[config.mk]
export PLATFORM = sky130hd
export DESIGN_NAME = uart_tx_arbiter
export DESIGN_NICKNAME = d
export VERILOG_FILES = /design/src/rtl/uart_tx_arbiter.sv
export SDC_FILE = /design/constraint.sdc
export NUM_CORES = 1
export LEC_CHECK = 0
export BUFFER_PORTS_ARGS = -buffer_cell sky130_fd_sc_hd__buf_2
export CAP_MARGIN = 30
export CORE_AREA = 2 2 88 90
export CTS_CLUSTER_SIZE = 24
export DETAILED_ROUTE_END_ITERATION = 8
export DIE_AREA = 0 0 90 92
export GPL_TIMING_DRIVEN = 0
export MAX_ROUTING_LAYER = met4
export REMOVE_ABC_BUFFERS = 1
export SYNTH_ARGS = -nofsm -noshare
export SYNTH_HDL_FRONTEND = slang
export SYNTH_SLANG_ARGS = --single-unit
[constraint.sdc]
create_clock -name clk -period 5.7 [get_ports clk]
set_clock_uncertainty 0.1 [all_clocks]
set_input_delay 0.57 -clock clk [delete_from_list [all_inputs] [get_ports clk]]
set_output_delay 0.57 -clock clk [all_outputs]
set_load 0.01 [all_outputs]
[src/rtl/uart_tx_arbiter.sv]
// uart_tx_arbiter
//   Shares one uart_tx serializer between NUM_REQ byte producers. Arbitration
//   is round-robin per byte, or per message when LOCK=1 (the grant is held
//   until the owner's byte flagged req_last is accepted). Exactly one tx_we
//   pulse is issued per transmitted frame; the next byte waits for the
//   transmitter's empty flag to fall and rise again.
//
// Ports:
//   clk, rst    system clock, synchronous active-high reset
//   req_valid   per-requester byte valid
//   req_data    requester i byte at [8i+7:8i]
//   req_last    byte is last of a message (LOCK=1 only)
//   req_ready   combinational accept strobe, at most one bit high
//   tx_we       registered one-cycle write strobe to uart_tx
//   tx_din      registered byte to uart_tx
//   tx_empty    uart_tx empty flag (1 = idle)
//   grant_id    index of the current/last owner
//   locked      message lock held
//   busy        arbiter not in IDLE
module uart_tx_arbiter #(
    parameter int NUM_REQ      = 4,
    parameter int ID_W         = 2,
    parameter int LOCK         = 1,
    parameter int LOCK_TIMEOUT = 65535
) (
    input  logic                 clk,
    input  logic                 rst,
    input  logic [NUM_REQ-1:0]   req_valid,
    input  logic [8*NUM_REQ-1:0] req_data,
    input  logic [NUM_REQ-1:0]   req_last,
    output logic [NUM_REQ-1:0]   req_ready,
    output logic                 tx_we,
    output logic [7:0]           tx_din,
    input  logic                 tx_empty,
    output logic [ID_W-1:0]      grant_id,
    output logic                 locked,
    output logic                 busy
);

    typedef enum logic [1:0] {
        IDLE,
        ISSUE,
        WAIT_START,
        WAIT_DONE
    } state_t;

    state_t          state;
    state_t          state_nxt;
    logic [ID_W-1:0] rr_ptr;
    logic [ID_W-1:0] winner;
    logic [ID_W-1:0] scan_idx;
    logic            cand_valid;
    logic            accept;
    logic            to_fire;
    logic [31:0]     to_cnt;

    function automatic logic [ID_W-1:0] next_idx(input logic [ID_W-1:0] i);
        return (32'(i) == 32'(NUM_REQ - 1)) ? '0 : i + ID_W'(1);
    endfunction

    // Candidate selection: the lock owner only, or the first valid requester
    // at or above the round-robin pointer, wrapping modulo NUM_REQ.
    always_comb begin
        winner     = grant_id;
        cand_valid = 1'b0;
        scan_idx   = '0;
        if (locked) begin
            cand_valid = req_valid[grant_id];
        end else begin
            for (int unsigned i = 0; i < 32'(NUM_REQ); i++) begin
                scan_idx = ID_W'((32'(rr_ptr) + i) % 32'(NUM_REQ));
                if (!cand_valid && req_valid[scan_idx]) begin
                    cand_valid = 1'b1;
                    winner     = scan_idx;
                end
            end
        end
    end

    assign accept    = (state == IDLE) && tx_empty && !rst && cand_valid;
    assign req_ready = accept ? (NUM_REQ'(1) << winner) : '0;

    // Force-release of a lock whose owner has gone quiet while we sit in IDLE.
    assign to_fire = (LOCK_TIMEOUT != 0) && (state == IDLE) && locked &&
                     !req_valid[grant_id] && (to_cnt == 32'(LOCK_TIMEOUT - 1));

    always_comb begin
        state_nxt = state;
        case (state)
            IDLE:       if (accept)    state_nxt = ISSUE;
            ISSUE:                     state_nxt = WAIT_START;
            WAIT_START: if (!tx_empty) state_nxt = WAIT_DONE;
            WAIT_DONE:  if (tx_empty)  state_nxt = IDLE;
            default:                   state_nxt = IDLE;
        endcase
    end

    always_ff @(posedge clk) begin
        if (rst) begin
            state    <= IDLE;
            tx_we    <= 1'b0;
            tx_din   <= '0;
            grant_id <= '0;
            locked   <= 1'b0;
            busy     <= 1'b0;
            rr_ptr   <= '0;
            to_cnt   <= '0;
        end else begin
            state <= state_nxt;
            busy  <= (state_nxt != IDLE);
            tx_we <= accept;
            if (accept) begin
                tx_din   <= req_data[{winner, 3'b000} +: 8];
                grant_id <= winner;
                to_cnt   <= '0;
                if ((LOCK != 0) && !req_last[winner]) begin
                    locked <= 1'b1;
                end else begin
                    locked <= 1'b0;
                    rr_ptr <= next_idx(winner);
                end
            end else if (to_fire) begin
                locked <= 1'b0;
                rr_ptr <= next_idx(grant_id);
                to_cnt <= '0;
            end else if (!locked) begin
                to_cnt <= '0;
            end else if ((LOCK_TIMEOUT != 0) && (state == IDLE) && !req_valid[grant_id]) begin
                to_cnt <= to_cnt + 32'd1;
            end
        end
    end

endmodule

==> Word-level counts from Yosys, hierarchy flattened <==
Cells that the tools add are included.
{ "totals": {"ff_bits": 49, "inputBits": 43, "output_inout_bits": 17, "wordCells": 88} }
{ "classes": {"n_addsub": 6, "order_cmp": 6, "eq_ne": 7, "shifts": 2, "mux": 38, "bitwise_logic": 1, "reduce_logical": 20} }
{ "op_table": {"columns": ["operator", "n"], "rows": [
  ["adder 32 x 1 -> 32 bit (second input constant)", 1],
  ["== test 32 x 16 -> 1 bit (second input constant)", 1],
  ["indexed part select 32 x 6 -> 8 bit", 1],
  ["2-to-1 mux 2 bit", 13],
  ["< comparator 2 x 3 -> 1 bit (second input constant)", 6],
  ["2-to-1 mux 1 bit", 17],
  ["binary-select mux 1 bit (select 2 bit)", 6],
  ["logical AND 1 bit", 10],
  ["== test 2 bit (second input constant)", 4],
  ["one-hot mux 2 bit (4 select lines)", 1],
  ["adder 2 x 1 -> 2 bit (second input constant)", 3],
  ["zero test 1 bit", 5],
  ["adder 2 bit (second input constant)", 2],
  ["2-to-1 mux 4 bit", 1],
  ["nonzero test 2 bit", 2],
  ["OR reduction 4 bit", 1],
  ["left shift 1 x 2 -> 4 bit (first input constant)", 1],
  ["== test 2 x 1 -> 1 bit (second input constant)", 1],
  ["zero test 2 bit", 1],
  ["inequality test 2 x 1 -> 1 bit (second input constant)", 1],
  ["AND reduction 2 bit", 1],
  ["inverter 1 bit", 1]
]} }

==> Longest topological paths before layout <==
{ "depth": {"ltp_word": 20, "ltp_mapped": 11, "ltp_nobuf": 9} }

==> Worst setup path after synthesis <==
OpenSTA, ideal clock, no wires.
{ "synth_path": {"path_type": "input to output", "from": "input req_valid[0]", "to": "output req_ready[0]", "arrival_ns": 2.182, "required_ns": 5.030, "path_slack_ns": 2.848, "stages": 10, "path_buffers": 2, "cell_sequence": "buf_2 nor4b_1 a311oi_1 a21oi_1 o31a_1 nor2_1 buf_2 inv_1 ha_1 and2_1"} }
{ "synth_between": {"elab_chain_len": 18, "elab_cells_between_ends": 32, "cone_classes": "shift (1); mux (24); reduce/logical (7)"} }
{ "synth_rtl": {"columns": ["element", "line_no", "source"], "rows": [
  ["from (decl)", "28", "input logic [NUM_REQ-1:0] req_valid,"],
  ["binary-select mux 1 bit (select 2 bit)", "72", "if (!cand_valid && req_valid[scan_idx]) begin"],
  ["2-to-1 mux 1 bit (implied by the code)", "72", null],
  ["2-to-1 mux 1 bit", "72", null],
  ["2-to-1 mux 1 bit", "67", "if (locked) begin"],
  ["zero test 1 bit", "72", null],
  ["logical AND 1 bit", "72", null],
  ["2-to-1 mux 1 bit", "72", null],
  ["2-to-1 mux 1 bit", "67", null],
  ["[... 3 more ...]", null, null],
  ["2-to-1 mux 1 bit", "67", null],
  ["zero test 1 bit", "72", null],
  ["logical AND 1 bit", "72", null],
  ["2-to-1 mux 2 bit *", "72", null],
  ["2-to-1 mux 2 bit *", "67", null],
  ["net winner[1]", "50", "logic [ID_W-1:0] winner;"],
  ["left shift 1 x 2 -> 4 bit *", "81", "assign req_ready = accept ? (NUM_REQ'(1) << winner) : '0;"],
  ["2-to-1 mux 4 bit *", "81", null],
  ["to (decl)", "31", "output logic [NUM_REQ-1:0] req_ready,"]
]} }
The timed path passes the listed nets; every way through them passes the cells marked *. The select of a mux whose other input is x is not followed.

==> Worst setup path after layout <==
{ "layout_path": {"from": "register rr_ptr[1]", "to": "output req_ready[0]"} }
{ "layout_between": {"elab_chain_len": 18, "elab_cells_between_ends": 33, "cone_classes": "add/sub (3); shift (1); mux (22); reduce/logical (7)"} }
{ "layout_rtl": {"columns": ["element", "line_no", "source"], "rows": [
  ["from (decl)", "49", "logic [ID_W-1:0] rr_ptr;"],
  ["from (signal assigned)", "120", "rr_ptr <= next_idx(winner);"],
  ["from (signal assigned)", "124", "rr_ptr <= next_idx(grant_id);"],
  ["binary-select mux 1 bit (select 2 bit)", "72", null],
  ["2-to-1 mux 1 bit (implied by the code)", "72", null],
  ["2-to-1 mux 1 bit", "72", null],
  ["2-to-1 mux 1 bit", "67", null],
  ["zero test 1 bit", "72", null],
  ["logical AND 1 bit", "72", null],
  ["2-to-1 mux 1 bit", "72", null],
  ["2-to-1 mux 1 bit", "67", null],
  ["[... 2 more ...]", null, null],
  ["2-to-1 mux 1 bit", "72", null],
  ["2-to-1 mux 1 bit", "67", null],
  ["zero test 1 bit", "72", null],
  ["logical AND 1 bit", "72", null],
  ["2-to-1 mux 2 bit or 2-to-1 mux 1 bit (tied branches)", "72", null],
  ["2-to-1 mux 2 bit or 2-to-1 mux 1 bit (tied branches)", "67", null],
  ["left shift 1 x 2 -> 4 bit or logical AND 1 bit (tied branches)", "81, 80", null],
  ["2-to-1 mux 4 bit *", "81", null]
]} }
Every way passes the cells marked *; elsewhere a longest branch is shown, timed or not. The select of a mux whose other input is x is not followed.

==> flow_metrics.env <==
export IMPL_final_nets=440
export IMPL_leakage_nw=1.285
export IMPL_maxSlewViolCount=0
export IMPL_setup_violations=0
export IMPL_yosys_warnings=0
export IMPL_power_switching_uw=299.9
export IMPL_core_um2=7447
export IMPL_drc_errors=0
export IMPL_cts_tree="yes"
export IMPL_syn_area_per_cell_um2=8.401
export IMPL_endpoint_kind="output port"
export IMPL_cts_root_buf="clkbuf_8"
export IMPL_io_buffers=59
export IMPL_ir_worst_vdd_mv=0.1198
export IMPL_min_period_ns=3.818
export IMPL_die_area_um2=8280
export IMPL_antenna_found_initial=0
export IMPL_arrival_ns=3.15
export IMPL_worst_ep_required_time_ns=5.03
export IMPL_vias=2553
export IMPL_hold_slack_ns=0.3580
export IMPL_die_w_um=90
export IMPL_syn_to_final_growth_pct=15.20
export IMPL_grt_ovfl_total=0
export IMPL_fin_util=0.4457
export IMPL_maxCapViolCount=0
export IMPL_drt_wl_total_mm=6.385
export IMPL_setup_worst_path_class="reg -> out"
export IMPL_async_flop_share=0
export IMPL_cts_setup_buffers=0
export IMPL_grt_pass1_wl_mm=11.09
export IMPL_ys_top_cells_by_area="dfxtp_1 34%, nor2_1 6.5%, xor2_1 6.4%, mux2i_1 3.8%, nand2_1 3.6%"
export IMPL_internal_power_uw=579.2
export IMPL_antenna_cells=0
export IMPL_clkPwrFrac=0.225
export IMPL_hold_class="reg -> reg"
export IMPL_final_common_cell="buf_2"
export IMPL_synth_seq_cells=49
export IMPL_tightest_slew_ns=0.9222
export IMPL_n_fill_cell=785
export IMPL_dpl_hpwl_mm=4.604
export IMPL_start_kind="flop"
export IMPL_status="completed"
export IMPL_finalHoldViolCount=0
export IMPL_cpLargestDelayFamily="simple AND/OR/NAND/NOR gates"
export IMPL_initial_core_util=0.3869
export IMPL_cts_sinks=49
export IMPL_path_clk_slew_ns=0.09
export IMPL_seq_area_frac_synth=0.3404
export IMPL_p_comb_frac=0.330
export IMPL_power_density_nw_per_um2=264.8
export IMPL_fmax_mhz=261.9
export IMPL_gp_congestion=0.7763
export IMPL_crit_top_cell="nor2_1"
export IMPL_pin_count=60
export IMPL_ctsHoldBuffers=0
export IMPL_p_seq_frac=0.445
export IMPL_path_buf_inv=2
export IMPL_rsz0062_at_grt="no"
export IMPL_synth_cell_types=54
export IMPL_finalSetupTns_ns=0
export IMPL_relSlewSlack=0.3830
export IMPL_fin_crit_sh=0.6698
export IMPL_clock_latency_ns=0.30
export IMPL_num_rows=32
export IMPL_final_cell_mix="59 x buf_2, 50 x nor2_1, 49 x dfxtp_1"
export IMPL_synth_flop_cell="dfxtp_1"
export IMPL_detail_route_antenna_nets=0
export IMPL_die_height_um=92
export IMPL_yosys_area_top_type="dfxtp_1"
export IMPL_htreeDepth=2
export IMPL_design_area_um2=3319
export IMPL_grt_pass1_vias=2463
export IMPL_slowest_delay_ns=0.70
export IMPL_crit_fanout=16
export IMPL_layout_drive_gt1_share=0.2251
export IMPL_cts_made_buffers=5
export IMPL_clk_path_buf_depth=2
export IMPL_avgRoutedWirePerCell_um=12.95
export IMPL_crit_chain="nor2_1 -> a31oi_1 -> a2bb2oi_1 -> o31a_1 -> nor2_1 -> inv_1 -> ha_1 -> and2_1 -> buf_2"
export IMPL_grt_usage=0.1638
export IMPL_synth_edff_count=0
export IMPL_dpl_cell_area_um2=3236
export IMPL_syn_inst=343
export IMPL_first_pass_iters=4
export IMPL_slowest_stage="nor2_1"
export IMPL_drt_first_iter_violations=106
export IMPL_cts_resized=0
export IMPL_swShare=0.3412
export IMPL_yosysTopAreaCellShare=0.3404
export IMPL_synth_area_um2=2882
export IMPL_via_per_inst=5.178
export IMPL_grt_max_degree=19
==> synth_stat cells, types with 7 or more instances <==
| library cell | count |
|---|---|
| mux2i_1 | 11 |
| inv_1 | 7 |
| ha_1 | 7 |
| nor2_1 | 50 |
| xor2_1 | 21 |
| xnor2_1 | 10 |
| nand4_1 | 11 |
| dfxtp_1 | 49 |
| nand3_1 | 20 |
| buf_2 | 15 |
| mux2_2 | 9 |
| a21oi_1 | 17 |
| nand2_1 | 28 |
| o211ai_1 | 9 |
==> layer usage <==
layer / share of wire / GRT usage / vias to the layer above
li1: - / - / 1303
met1: 0.47 / 0.2045 / 1179
met2: 0.47 / 0.2682 / 60
met3: 0.042 / 0.03205 / 11
met4: 0.015 / 0.05385 / 0
met5: 0 / - / -
==> cell families (layout without fill, tap and decap cells) <==
family                   after synthesis  count (layout)  synth area share
AO/OA/AOI/OAI                         49              49            0.1238
XOR/XNOR                              31              31           0.09422
adder cells (fa/ha/maj)                7               7           0.03039
buffers and inverters                 29              77           0.04690
flip-flops                            49              49            0.3404
multiplexers                          23              23           0.09162
AND/OR/NAND/NOR                      155             155            0.2727
==> final timing paths <==
| kind | slack, ns | endpoint | cells past startpoint | startpoint |
|---|---|---|---|---|
| min reg2reg | 0.36 | tx_din[5] | 2 | tx_din[5] |
| max reg2reg | 2.32 | to_cnt[1] | 8 | grant_id[0] |
| max | 1.88 | req_ready[0] | 9 | rr_ptr[1] |
| min | 0.36 | tx_din[5] | 2 | tx_din[5] |
==> through the flow <==
| step | setup slack, ns | cells | power, mW |
|---|---|---|---|
| floorplan | 2.193 | 322 | 0.5998 |
| global placement | 1.307 | 483 | 0.6807 |
| detailed placement | 2.071 | 485 | 0.6906 |
| CTS | 1.888 | 493 | 0.8886 |
| global route | 1.650 | 493 | 0.9350 |
| finish | 1.882 | 493 | 0.8791 |
==> worst register-to-register path: stages, from the launching register on <==
cell and delay [ns]:
dfxtp_1 0.49, mux4_2 0.59, nor3_2 0.53, nand3_1 0.20, nor2_1 0.24, nand3_1 0.16
nand4b_1 0.63, buf_8 0.24, a211oi_1 0.06
==> power by group through the flow <==
stage	clock, mW	combinational, mW	sequential (mW)
floorplan	0	0.203	0.396
global placement	0	0.283	0.398
detailed placement	0	0.292	0.399
CTS	0.205	0.293	0.391
global route	0.217	0.322	0.396
finish	0.198	0.290	0.391
==> sequential cells by signal, summed over array words and instances, names as in the netlist <==
register / flops
busy: 1
grant_id: 2
locked: 1
rr_ptr: 2
state: 2
to_cnt: 32
tx_din: 8
tx_we: 1
==> area by class of cell <==
type                       instances  area, um^2  area share
multi-input combinational        265        1772      0.5337
sequential                        49       980.9      0.2955
clock buffer                       7       76.32     0.02299
tap                              102       127.6     0.03845
clock inverter                     1       7.507    0.002262
timing repair buffer              61       325.3     0.09800
inverter                           8       30.03    0.009046
Power figures use the tool's default switching activity.
